File: src/rtl/uart_reg_macros.sv
// UART register map addresses.
// Shared by the UART register decode paths.
`ifndef UART_REG_MACROS_SV
`define UART_REG_MACROS_SV

`define UART_TX_DATA_ADDR 5'h04

`endif

File: src/rtl/uart_pkg.sv
// UART shared types and constants.
// Used by the TX engine and top.
package uart_pkg;

  typedef enum logic [1:0] {
    IDLE,
    START,
    DATA,
    STOP
  } tx_state_t;

  localparam int FRAME_BITS = 8;
  localparam int OSR_DEF    = 16;

endpackage

File: src/rtl/uart_fifo.sv
// Generic UART byte FIFO.
// Show-ahead head data, occupancy level.
module uart_fifo #(
  parameter int WIDTH = 8,
  parameter int DEPTH = 16
) (
  input  logic                     clk,
  input  logic                     rst_n,
  input  logic                     push,
  input  logic                     pop,
  input  logic [WIDTH-1:0]         wdata,
  output logic [WIDTH-1:0]         rdata,
  output logic [$clog2(DEPTH):0]   lvl,
  output logic                     empty,
  output logic                     full
);

  localparam int AW = $clog2(DEPTH);
  localparam int LW = AW + 1;

  logic [WIDTH-1:0] mem [DEPTH];
  logic [AW-1:0]    wptr;
  logic [AW-1:0]    rptr;

  // Power-of-two depth lets the pointers wrap on overflow.
  always_ff @(posedge clk or negedge rst_n) begin
    if (!rst_n) begin
      wptr <= '0;
      rptr <= '0;
      lvl  <= '0;
    end else begin
      if (push) wptr <= wptr + 1'b1;
      if (pop)  rptr <= rptr + 1'b1;
      unique case ({push, pop})
        2'b10:   lvl <= lvl + 1'b1;
        2'b01:   lvl <= lvl - 1'b1;
        default: lvl <= lvl;
      endcase
    end
  end

  always_ff @(posedge clk) begin
    if (push) mem[wptr] <= wdata;
  end

  assign rdata = mem[rptr];
  assign empty = (lvl == '0);
  assign full  = (lvl == LW'(DEPTH));

endmodule

File: src/rtl/uart_tx_engine.sv
// UART TX framing engine: 8N1, LSB first.
// Bits are timed in oversample ticks.
module uart_tx_engine
  import uart_pkg::*;
#(
  parameter int OSR = OSR_DEF
) (
  input  logic       clk,
  input  logic       rst_n,
  input  logic       tick,
  input  logic       en,
  input  logic       empty,
  input  logic [7:0] head,
  output logic       pop,
  output logic       line,
  output logic       busy
);

  localparam int CW = $clog2(OSR);
  localparam logic [CW-1:0] LAST = CW'(OSR - 1);
  localparam logic [2:0] IDX_LAST = 3'(FRAME_BITS - 1);

  tx_state_t      state;
  logic [CW-1:0]  cnt;
  logic [2:0]     idx;
  logic [7:0]     shift;
  logic           ready;
  logic           bit_end;

  assign ready   = en && !empty;
  assign bit_end = tick && (cnt == LAST);

  // STOP chains straight into START when more data waits.
  assign pop = ready &&
               ((state == IDLE) ||
                ((state == STOP) && bit_end));

  always_ff @(posedge clk or negedge rst_n) begin
    if (!rst_n) begin
      state <= IDLE;
      cnt   <= '0;
      idx   <= '0;
      shift <= '0;
      line  <= 1'b1;
      busy  <= 1'b0;
    end else begin
      if ((state != IDLE) && tick)
        cnt <= bit_end ? '0 : cnt + 1'b1;
      unique case (state)
        IDLE: begin
          if (ready) begin
            state <= START;
            shift <= head;
            line  <= 1'b0;
            busy  <= 1'b1;
          end
        end
        START: begin
          if (bit_end) begin
            state <= DATA;
            idx   <= '0;
            line  <= shift[0];
          end
        end
        DATA: begin
          if (bit_end) begin
            if (idx == IDX_LAST) begin
              state <= STOP;
              line  <= 1'b1;
            end else begin
              idx   <= idx + 1'b1;
              shift <= shift >> 1;
              line  <= shift[1];
            end
          end
        end
        STOP: begin
          if (bit_end) begin
            if (ready) begin
              state <= START;
              shift <= head;
              line  <= 1'b0;
            end else begin
              state <= IDLE;
              busy  <= 1'b0;
            end
          end
        end
      endcase
    end
  end

endmodule

File: src/rtl/uart_tx.sv
// UART transmit path: TX_DATA FIFO feeding
// the framing engine, plus overrun status.
`include "uart_reg_macros.sv"

module uart_tx
  import uart_pkg::*;
#(
  parameter int DEPTH = 16,
  parameter int OSR   = OSR_DEF
) (
  input  logic                     clk_i,
  input  logic                     reset_i,
  input  logic                     osr_tick_i,
  input  logic                     tx_en_i,
  input  logic                     tx_clr_ovrn_i,
  input  logic                     reg_wen_i,
  input  logic [4:0]               reg_waddr_i,
  input  logic [7:0]               reg_wdata_i,
  output logic                     tx_data_o,
  output logic                     tx_busy_o,
  output logic                     tx_ovrn_o,
  output logic [$clog2(DEPTH):0]   tx_lvl_o,
  output logic                     tx_empty_o,
  output logic                     tx_full_o
);

  logic [1:0] rst_sync;
  logic       rst_n;
  logic       wr;
  logic       push;
  logic       pop;
  logic       ovf;
  logic [7:0] head;

  // Assert immediately, release on the clock.
  always_ff @(posedge clk_i or negedge reset_i) begin
    if (!reset_i) rst_sync <= '0;
    else          rst_sync <= {rst_sync[0], 1'b1};
  end

  assign rst_n = rst_sync[1];

  assign wr   = reg_wen_i &&
                (reg_waddr_i == `UART_TX_DATA_ADDR);
  assign push = wr && (!tx_full_o || pop);
  assign ovf  = wr && tx_full_o && !pop;

  always_ff @(posedge clk_i or negedge rst_n) begin
    if (!rst_n)             tx_ovrn_o <= 1'b0;
    else if (ovf)           tx_ovrn_o <= 1'b1;
    else if (tx_clr_ovrn_i) tx_ovrn_o <= 1'b0;
  end

  uart_fifo #(
    .WIDTH (8),
    .DEPTH (DEPTH)
  ) u_fifo (
    .clk   (clk_i),
    .rst_n (rst_n),
    .push  (push),
    .pop   (pop),
    .wdata (reg_wdata_i),
    .rdata (head),
    .lvl   (tx_lvl_o),
    .empty (tx_empty_o),
    .full  (tx_full_o)
  );

  uart_tx_engine #(
    .OSR (OSR)
  ) u_tx_engine (
    .clk   (clk_i),
    .rst_n (rst_n),
    .tick  (osr_tick_i),
    .en    (tx_en_i),
    .empty (tx_empty_o),
    .head  (head),
    .pop   (pop),
    .line  (tx_data_o),
    .busy  (tx_busy_o)
  );

endmodule

File: config.mk
export PLATFORM = sky130hd
export DESIGN_NAME = uart_tx
export DESIGN_NICKNAME = d
export VERILOG_FILES = /design/src/rtl/uart_pkg.sv /design/src/rtl/uart_fifo.sv /design/src/rtl/uart_tx_engine.sv /design/src/rtl/uart_tx.sv
export VERILOG_INCLUDE_DIRS = /design/src /design/src/rtl
export SDC_FILE = /design/constraint.sdc
export NUM_CORES = 1
export LEC_CHECK = 0
export BUFFER_PORTS_ARGS = -buffer_cell sky130_fd_sc_hd__buf_2
export CAP_MARGIN = 20
export CORE_ASPECT_RATIO = 1.1
export CORE_MARGIN = 2
export CORE_UTILIZATION = 35
export CTS_CLUSTER_SIZE = 12
export DETAILED_ROUTE_END_ITERATION = 8
export GPL_TIMING_DRIVEN = 0
export PLACE_DENSITY = 0.59
export SLEW_MARGIN = 20
export SYNTH_ARGS = -nofsm -noshare
export SYNTH_HDL_FRONTEND = slang
export SYNTH_SLANG_ARGS = --single-unit
File: constraint.sdc
create_clock -name clk_i -period 2.2 [get_ports clk_i]
set_input_delay 0.22 -clock clk_i [delete_from_list [all_inputs] [get_ports clk_i]]
set_output_delay 0.22 -clock clk_i [all_outputs]
set_load 0.02 [all_outputs]
==> results.toml, run 1 <==
[setup_path]
crit_arrival_ns = 2.80
crit_buf_inv = 2
critPathMaxStageDelay_ns = 0.35
rr_endpoint = "u_fifo.lvl[4]$_DFFE_PN0P_"
worst-r2r-cell-count = 14
r2r-start = "u_tx_engine.cnt[1]$_DFFE_PN0P_"
crit_chain = "ha_2 > and4_4 > a21oi_4 > o21ai_4 > and2_4 > inv_4 > ha_4 > xor2_2 > ha_4 > buf_6 > nor2_1 > nand3_1 > a31oi_2 > xor2_1"
worst-r2r-setup-slack_ns = -0.25
cpMostUsedCell = "ha_4"
crit_slowest_cell = "dfrtp_1"
critPathKind = "reg -> reg"
crit_required_ns = 2.55
cp-end-kind = "flop"
cp_max_fo = 3
crit_family = "simple AND/OR/NAND/NOR gates"
start_kind = "flop"

[yosys]
yosysSeqAreaShare_pct = 69.09
synth_seq_cells = 163
yosysUniqueCellTypes = 45
ys.flop_type = "edfxtp_1"
yosysTopAreaCell = "edfxtp_1"
syn_area_mm2 = 0.006833
synth_nets = 456
synth_top_cell_area_share_pct = 56.25
post-synth-top-count-cell = "edfxtp_1"
synth.area.top_cells = "edfxtp_1, dfrtp_1, mux4_2"
avgSynthCellArea_um2 = 16.27
ys_warn_count = 0
synth_edf_count = 128
synth_commonest_cells = "edfxtp_1, dfrtp_1, mux4_2"
synthCells = 420
async_reset_ff_share_pct = 21.47

[floorplan]
rows = 53
num_io_pins = 29
die_h_um = 150.5
core-area_mm2 = 0.01910
die_area_mm2 = 0.02066
initial_utilization_pct = 35.78
die_x_um = 137.2

[global_route]
grt_antenna_before_repair = 0
grt_pass1_wl_um = 22510
grt_pass1_vias = 4048
grt.overflow.total = 0
gr-usage-all-layers_pct = 15.05
grt_max_degree = 34

[placed_design]
gp_congestion = 0.7832
io_buffers = 28
placed_cells = 695
hpwl_um = 9001

[status]
violations = "negative setup slack"
outcome = "complete, but fails checks"

[layout]
multi_input_area_mm2 = 0.002262
drive_gt1_share_pct = 37.91
fillerInstances = 1673
nets = 540
utilization_pct = 45.35
final_cells = 764
regArea_mm2 = 0.004726
synthToLayoutAreaGrowth_pct = 26.75
num_antenna_cells = 0

[sta]
hold_viol = 0
fin_crit_ns = 2.447
period_share_pct = 111.2
slew_headroom_pct = 44.96
finalMaxSlewViolations = 0
final.setup.worst_slack_ns = -0.2474
setup_violations = 112
skew_ns = 0.01445
rsz0062_at_grt = "yes"
max_freq_ghz = 0.4086
worst_slew_pin_slew_ns = 0.8256

[route]
drc = 0
drt_iter0_markers = 226
vias_per_cell = 5.166
totalWireLength_um = 14750
vias = 3947
wl_per_cell_um = 19.31
antenna_left = 0
dr.pass1.iters = 4

[clock_tree]
cts_max_path_buffers = 2
cts_tree = "built"
cts.sinks = 163
cts_made_buffers = 17
htree_levels = 4
clk_pin_slew_worst_paths_ns = 0.07
cts-root-buf = "clkbuf_16"
clock_latency_ns = 0.43

[power]
power_leakage_nw = 3.042
power_density_mw_per_mm2 = 1205
irDropWorstVdd_mv = 0.6722

[job]
drv_cap = 0

[worst_hold_path]
hold_path_class = "in -> async"
==> cell families (layout without fill, tap and decap cells) <==
| logic type | count (synthesis) | count (layout) | share of synthesized area (%) |
|---|---|---|---|
| and+or+nand+nor | 87 | 87 | 6.189 |
| xor gates and xnor gates | 13 | 13 | 1.666 |
| AOI/OAI and AO/OA | 73 | 73 | 6.721 |
| other | 1 | 1 | 0.05488 |
| buffers and inverters | 31 | 128 | 2.124 |
| adders and majority gates | 17 | 17 | 3.113 |
| DFF | 163 | 163 | 69.09 |
| muxes | 35 | 35 | 11.04 |
==> power by group <==
group / internal, mW / total [mW] / switching, mW
clock network: 1.64 / 3.02 / 1.38
logic: 1.66 / 3.57 / 1.91
registers: 3.61 / 3.85 / 0.246
==> metal layers <==
metal | vias to the layer above | track usage (%) | wire length [µm]
met5 | - | 0 | 0
met4 | 0 | 5.928 | 315
met3 | 20 | 2.828 | 556
met2 | 81 | 24.73 | 7310
met1 | 2046 | 19.75 | 6571
li1 | 1800 | - | -
==> worst max path at each step <==
stage,start,cells after the start,endpoint
floorplan,u_fifo.lvl[2]$_DFFE_PN0P_,13,u_fifo.lvl[4]$_DFFE_PN0P_
global placement,u_tx_engine.cnt[0]$_DFFE_PN0P_,15,u_fifo.lvl[4]$_DFFE_PN0P_
detailed placement,reg_waddr_i[4],14,u_fifo.lvl[4]$_DFFE_PN0P_
CTS,u_tx_engine.cnt[1]$_DFFE_PN0P_,14,u_fifo.lvl[4]$_DFFE_PN0P_
global route,u_tx_engine.cnt[1]$_DFFE_PN0P_,14,u_fifo.lvl[4]$_DFFE_PN0P_
finish,u_tx_engine.cnt[1]$_DFFE_PN0P_,14,u_fifo.lvl[4]$_DFFE_PN0P_
==> metrics by stage <==
stage	TNS [ns]	power (mW)	area (µm²)	hold WS, ns	setup slack [ns]
2_1_floorplan	-1.366	6.164	6915	-0.07559	-0.4855
3_3_place_gp	-64.00	6.902	7365	0.004541	-0.7066
3_5_place_dp	-73.24	6.996	7366	0.006961	-0.7825
4_1_cts	-0.7168	10.29	8477	0.08546	-0.3058
5_1_grt	-15.08	10.99	8661	0.1004	-0.3474
6_report	-5.240	10.44	8661	0.09650	-0.2474
==> state kept, by name, indices dropped and copies added, names as in the netlist <==
name and count:
u_tx_engine.line 1, u_tx_engine.idx 3, u_tx_engine.shift 8, u_fifo.rptr 4, u_tx_engine.busy 1, u_tx_engine.cnt 4
u_tx_engine.state 2, rst_sync 2, u_fifo.wptr 4, u_fifo.lvl 5, u_fifo.mem 128, tx_ovrn_o 1
==> cell usage in the layout, fill, tap and decap left out, types with 5 or more instances in the layout <==
master	Yosys	routed
edfxtp_1	128	128
buf_2	3	32
mux4_2	32	32
dfrtp_1	34	30
a21oi_1	26	24
buf_4	2	24
nand2_1	21	21
nor2_1	29	19
clkbuf_16	0	17
a22oi_1	17	14
o21ai_0	14	13
buf_12	0	12
ha_1	17	11
nor2_4	0	10
inv_1	12	9
xor2_1	8	7
inv_8	0	7
xnor2_1	5	5
nand3_1	8	5
==> layout make-up <==
| cell class | count | area share [%] |
|---|---|---|
| inverters | 12 | 0.5490 |
| clock inverters | 15 | 2.109 |
| repair buffers | 67 | 6.833 |
| well taps | 247 | 3.568 |
| flip-flops and latches | 163 | 54.57 |
| multi-input cells | 226 | 26.12 |
| clock buffers | 17 | 4.912 |
| plain buffers | 17 | 1.344 |
==> repair_timing <==
item	4_1_cts	5_1_grt
resized for setup	46	18
buffers inserted	30	7
endpoints found under the hold margin	3	0
hold buffers	2	0
pin swaps	19	12
endpoints found under the setup margin	141	105
Power figures use the tool's default switching activity.
==> run 2: changes to the inputs <==
--- a/config.mk
+++ b/config.mk
@@ -13,7 +13,6 @@
 export CORE_UTILIZATION = 35
 export CTS_CLUSTER_SIZE = 12
 export DETAILED_ROUTE_END_ITERATION = 8
-export GPL_TIMING_DRIVEN = 0
 export PLACE_DENSITY = 0.59
 export SLEW_MARGIN = 20
 export SYNTH_ARGS = -nofsm -noshare
==> constraint.sdc (replaced) <==
create_clock -name clk_i -period 2.2 [get_ports clk_i]
set_input_delay 0.11 -clock clk_i [delete_from_list [all_inputs] [get_ports clk_i]]
set_output_delay 0.11 -clock clk_i [all_outputs]
set_load 0.02 [all_outputs]
==> run 2 against run 1 <==
Against the previous run:
- the run still ends with negative setup slack left
- global-route usage fell by 0.32 points
- register-to-register slack improved by 0.05 ns
- sequential share of layout area rose by 1.3 points
- critical endpoint is now u_fifo.lvl[2]$_DFFE_PN0P_
- largest power group unchanged
==> results.toml, run 2 (synthesis gave the netlist of run 1 again) <==
[status]
outcome = "complete, but fails checks"
violations = "negative setup slack"

[global_route]
gr-usage-all-layers_pct = 14.73
grt.overflow.total = 0
grt_pass1_wl_um = 22230
grt_util_met1_pct = 19.51
top_usage_layer = "met2"
grt_max_degree = 36
grt_pass1_vias = 4080
gr-usage-met3_pct = 3.199
global_route.usage.met2_pct = 24.23
grt_antenna_before_repair = 0

[floorplan]
core-area_mm2 = 0.01910
die_h_um = 150.5
rows = 53
die_area_mm2 = 0.02066
initial_utilization_pct = 35.78
die_x_um = 137.2
num_io_pins = 29

[setup_path]
worst-r2r-cell-count = 11
worst-r2r-setup-slack_ns = -0.20
rr_endpoint = "u_fifo.lvl[2]$_DFFE_PN0P_"
critPathKind = "reg -> reg"
start_kind = "flop"
cp_max_fo = 3
r2r-start = "u_fifo.lvl[0]$_DFFE_PN0P_"
crit_arrival_ns = 2.70
crit_required_ns = 2.50
cp-end-kind = "flop"
crit_start = "u_fifo.lvl[0]$_DFFE_PN0P_"

[clock_tree]
cts_made_buffers = 17
cts.sinks = 163
cts_tree = "built"
clock_latency_ns = 0.43
cts-root-buf = "clkbuf_16"
htree_levels = 4
clk_pin_slew_worst_paths_ns = 0.07
cts_max_path_buffers = 2

[sta]
worst_slew_pin_slew_ns = 0.6530
skew_ns = 0.01959
final.setup.worst_slack_ns = -0.2015
fin_crit_ns = 2.401
slew_headroom_pct = 56.38
hold_viol = 0
finalMaxSlewViolations = 0
period_share_pct = 109.2
max_freq_ghz = 0.4164
rsz0062_at_grt = "yes"
hold_ws_ns = 0.07711
setup_violations = 3

[layout]
layout_common_cells = "edfxtp_1, buf_4, mux4_2"
utilization_pct = 44.27
num_antenna_cells = 0
top_regs = "u_fifo.mem (128), u_tx_engine.shift (8), u_fifo.lvl (5)"
synthToLayoutAreaGrowth_pct = 23.75
largest_reg_flops = 128
drive_gt1_share_pct = 35.24
nets = 549
max_flop_register = "u_fifo.mem"
final_common_cell = "edfxtp_1"
fillerInstances = 1712
final_cells = 772

[worst_hold_path]
hold_path_class = "in -> reg"
min_from = "reg_wdata_i[5]"
holdPathStages = 1
hold_end = "u_fifo.mem[10][5]$_DFFE_PP_"

[route]
drc = 0
dr.pass1.iters = 4
vias_per_cell = 5.073
wl_per_cell_um = 18.08
totalWireLength_um = 13960
vias = 3916
drt_iter0_markers = 243
antenna_left = 0

[placed_design]
pre_cts_slack_ns = -0.3177
placed_cells = 733
io_buffers = 28
hpwl_um = 9053
gp_congestion = 0.7682

[power]
irDropWorstVdd_mv = 0.8873
power_mw = 10.19
power_density_mw_per_mm2 = 1205
power_leakage_nw = 3.078

[job]
drv_cap = 0
run 2: layout make-up:
cell class / instances / area, µm² / area share, %
Sequential cell: 163 / 4725 / 55.87
Multi-Input combinational cell: 226 / 2110 / 24.95
Timing Repair Buffer: 93 / 700.7 / 8.286
Clock buffer: 17 / 425.4 / 5.031
Tap cell: 247 / 309.0 / 3.655
Clock inverter: 14 / 138.9 / 1.642
Inverter: 12 / 47.55 / 0.5623
run 2: power by group:
group	switching (mW)	total (mW)	internal [mW]
clock network	1.27	2.86	1.59
logic	1.74	3.44	1.70
registers	0.278	3.89	3.61
run 2: how the worst max path moves through the flow:
| stage | cells after the start | slack (ns) | endpoint |
|---|---|---|---|
| 5_1_grt | 14 | -0.33 | u_fifo.lvl[4]$_DFFE_PN0P_ |
| 3_5_place_dp | 14 | -0.32 | u_fifo.lvl[4]$_DFFE_PN0P_ |
| 6_report | 11 | -0.20 | u_fifo.lvl[2]$_DFFE_PN0P_ |
| 4_1_cts | 11 | -0.20 | u_fifo.lvl[4]$_DFFE_PN0P_ |
| 2_1_floorplan | 13 | -0.49 | u_fifo.lvl[4]$_DFFE_PN0P_ |
| 3_3_place_gp | 14 | -0.23 | u_fifo.lvl[4]$_DFFE_PN0P_ |
run 2: repair_timing:
| item | CTS | global route |
|---|---|---|
| endpoints found under the hold margin | 3 | 0 |
| endpoints found under the setup margin | 12 | 130 |
| resized for setup | 14 | 7 |
| pin swaps | 14 | 6 |
| setup buffers | 7 | 2 |
| hold buffers | 3 | 0 |
run 2: per-stage QoR:
step | setup TNS [ns] | instance area [µm²]
detailed placement | -0.8462 | 7727
global placement | -0.5555 | 7727
global route | -0.8881 | 8456
CTS | -0.4442 | 8432
finish | -0.4354 | 8456
floorplan | -1.366 | 6915
run 2: critical path: stages (launching register included):
cell	delay (ns)
dfrtp_1	0.38
or4_4	0.57
o21ai_4	0.18
nor2_4	0.06
ha_4	0.16
xor2_1	0.14
ha_2	0.19
buf_6	0.12
a21oi_2	0.10
xor2_1	0.16
nor2_1	0.07
xor2_1	0.16
run 2: layer usage:
metal,vias to the layer above,part of all wire (%)
li1,1810,-
met1,2005,44
met2,90,50
met3,11,4.5
met4,0,1.1
met5,-,0
==> run 3: changes to the inputs <==
--- a/config.mk
+++ b/config.mk
@@ -13,7 +13,7 @@
 export CORE_UTILIZATION = 35
 export CTS_CLUSTER_SIZE = 12
 export DETAILED_ROUTE_END_ITERATION = 8
-export PLACE_DENSITY = 0.59
+export PLACE_DENSITY_LB_ADDON = 0.08
 export SLEW_MARGIN = 20
 export SYNTH_ARGS = -nofsm -noshare
 export SYNTH_HDL_FRONTEND = slang
==> run 3 against run 2 <==
Against the previous run:
- the run still ends with negative setup slack left
- fmax is 1.1% lower
- non-clock buffer count rose by 6
- first-iteration DRC count shrank 3.7%
- worst setup slack worse by 0.028 ns
- critical path depth up 3
- sequential power is essentially flat
- die area unchanged
==> results.toml, run 3 (synthesis gave the netlist of run 1 again) <==
[status]
outcome = "complete, but fails checks"
violations = "negative setup slack"

[setup_path]
cp_max_fo = 3
crit_arrival_ns = 2.73
rr_endpoint = "u_fifo.lvl[2]$_DFFE_PN0P_"
critPathKind = "reg -> reg"
r2r-start = "u_tx_engine.cnt[0]$_DFFE_PN0P_"
start_kind = "flop"
worst-r2r-setup-slack_ns = -0.23
cpMostUsedCell = "xor2_1"
critPathMaxStageDelay_ns = 0.39
crit_required_ns = 2.50
crit_slowest_cell = "dfrtp_1"
crit_chain = "ha_4 > and4_4 > a21oi_4 > o21ai_2 > and2_4 > inv_4 > ha_4 > xor2_1 > ha_2 > buf_4 > a21oi_2 > xor2_1 > nor2_1 > xor2_1"
worst-r2r-cell-count = 14
cp-end-kind = "flop"

[worst_hold_path]
hold_end = "u_fifo.mem[7][6]$_DFFE_PP_"
holdPathStages = 1
hold_path_class = "in -> reg"
min_from = "reg_wdata_i[6]"

[clock_tree]
cts_max_path_buffers = 2
htree_levels = 4
cts-root-buf = "clkbuf_16"
cts_made_buffers = 17
clk_pin_slew_worst_paths_ns = 0.07
cts.sinks = 163
cts_tree = "built"
clock_latency_ns = 0.42

[layout]
fin_area_mm2 = 0.008589
regArea_mm2 = 0.004725
drive_gt1_share_pct = 36.65
top_regs = "u_fifo.mem (128), u_tx_engine.shift (8), u_fifo.lvl (5)"
multi_input_area_mm2 = 0.002122
final_common_cell = "edfxtp_1"
largest_reg_flops = 128
max_flop_register = "u_fifo.mem"
synthToLayoutAreaGrowth_pct = 25.71
num_antenna_cells = 0
layout_common_cells = "edfxtp_1, buf_4, mux4_2"
fillerInstances = 1702
nets = 555

[power]
power_leakage_nw = 3.155
p_sw_mw = 3.346
power_density_mw_per_mm2 = 1238
clkPwrFrac_pct = 30.2
seqPwrFrac_pct = 36.3
pwr-share-comb_pct = 33.5
sw_frac_of_total_pct = 31.47
power_mw = 10.63
internal-power_mw = 7.288
irDropWorstVdd_mv = 0.5807

[route]
drt_iter0_markers = 234
wl_per_cell_um = 18.77
dr.pass1.iters = 7
antenna_left = 0
drc = 0
vias_per_cell = 4.981
totalWireLength_um = 14620
vias = 3880

[floorplan]
die_x_um = 137.2
num_io_pins = 29
core-area_mm2 = 0.01910
rows = 53
die_area_mm2 = 0.02066
initial_utilization_pct = 35.78
die_h_um = 150.5

[sta]
skew_ns = 0.01145
final.setup.worst_slack_ns = -0.2294
setup_tns_ns = -0.5140
finalMaxSlewViolations = 0
rsz0062_at_grt = "yes"
max_freq_ghz = 0.4116
fin_crit_ns = 2.429
hold_viol = 0
period_share_pct = 110.4
setup_violations = 3

[placed_design]
io_buffers = 28
postPlaceCellArea_mm2 = 0.007765
hpwl_um = 9617
gp_congestion = 0.7710

[global_route]
grt_pass1_wl_um = 22550
grt.overflow.total = 0
grt_max_degree = 36
grt_antenna_before_repair = 0
grt_pass1_vias = 4026
gr-usage-all-layers_pct = 15.27

[job]
drv_cap = 0
[run 3: changes by cell type in the layout (fill, tap and decap cells not counted), sizes merged]
cell	change
buf	+6
bufinv	+3
inv	-2
[run 3: area by class of cell]
class | instances | share of cell area, %
Clock inverter | 15 | 2.549
Multi-Input combinational cell | 226 | 24.71
Inverter | 12 | 0.5535
Timing Repair Buffer | 99 | 8.638
Tap cell | 247 | 3.598
Sequential cell | 163 | 55.00
Clock buffer | 17 | 4.953
[run 3: critical path, delay by kind of cell, from the launching register on]
family	cells	cell delay, ns
xor+xnor	3	0.46
flops	1	0.39
simple gates	3	0.47
fa+ha+maj	3	0.48
buf+inv	2	0.18
compound gates	3	0.31
[run 3: timing repair]
item / in CTS / in global routing
buffers inserted: 6 / 4
pin swaps: 15 / 10
gates resized for setup: 13 / 10
endpoints found under the hold margin: 3 / 0
hold buffers: 3 / 0
setup endpoints to repair: 9 / 124
[run 3: per-stage QoR]
step | std cells | hold WS (ns) | util [%] | worst slack (ns)
finish | 779 | 0.08509 | 44.98 | -0.2294
global route | 779 | 0.08854 | 44.98 | -0.3625
CTS | 778 | 0.07599 | 44.71 | -0.2400
detailed placement | 738 | -0.09617 | 40.66 | -0.3136
global placement | 738 | -0.09874 | 40.66 | -0.2656
floorplan | 420 | -0.1856 | - | -0.4855
[run 3: power by group through the flow]
stage / clock network, mW / registers, mW / logic, mW
after detailed placement: 0 / 3.91 / 3.48
after global placement: 0 / 3.90 / 3.46
final: 3.21 / 3.86 / 3.56
after CTS: 3.30 / 3.86 / 3.56
after global routing: 3.42 / 3.90 / 3.91
after floorplan: 0 / 3.96 / 2.21
[run 3: worst max-delay path by stage]
stage | startpoint | end | cells after the start
after floorplan | u_fifo.lvl[2]$_DFFE_PN0P_ | u_fifo.lvl[4]$_DFFE_PN0P_ | 13
after global placement | u_tx_engine.cnt[0]$_DFFE_PN0P_ | u_fifo.lvl[4]$_DFFE_PN0P_ | 14
after detailed placement | u_tx_engine.cnt[0]$_DFFE_PN0P_ | u_fifo.lvl[4]$_DFFE_PN0P_ | 14
after CTS | u_tx_engine.cnt[1]$_DFFE_PN0P_ | u_fifo.lvl[4]$_DFFE_PN0P_ | 14
after global routing | u_tx_engine.cnt[0]$_DFFE_PN0P_ | u_fifo.lvl[4]$_DFFE_PN0P_ | 14
final | u_tx_engine.cnt[0]$_DFFE_PN0P_ | u_fifo.lvl[2]$_DFFE_PN0P_ | 14
[run 3: metal layers]
layer	vias to the layer above	part of all wire (%)	GRT usage, %
met3	7	3.6	3.434
met2	71	51	25.80
met4	0	0.90	4.330
met5	-	0	0
li1	1822	-	-
met1	1980	45	19.72
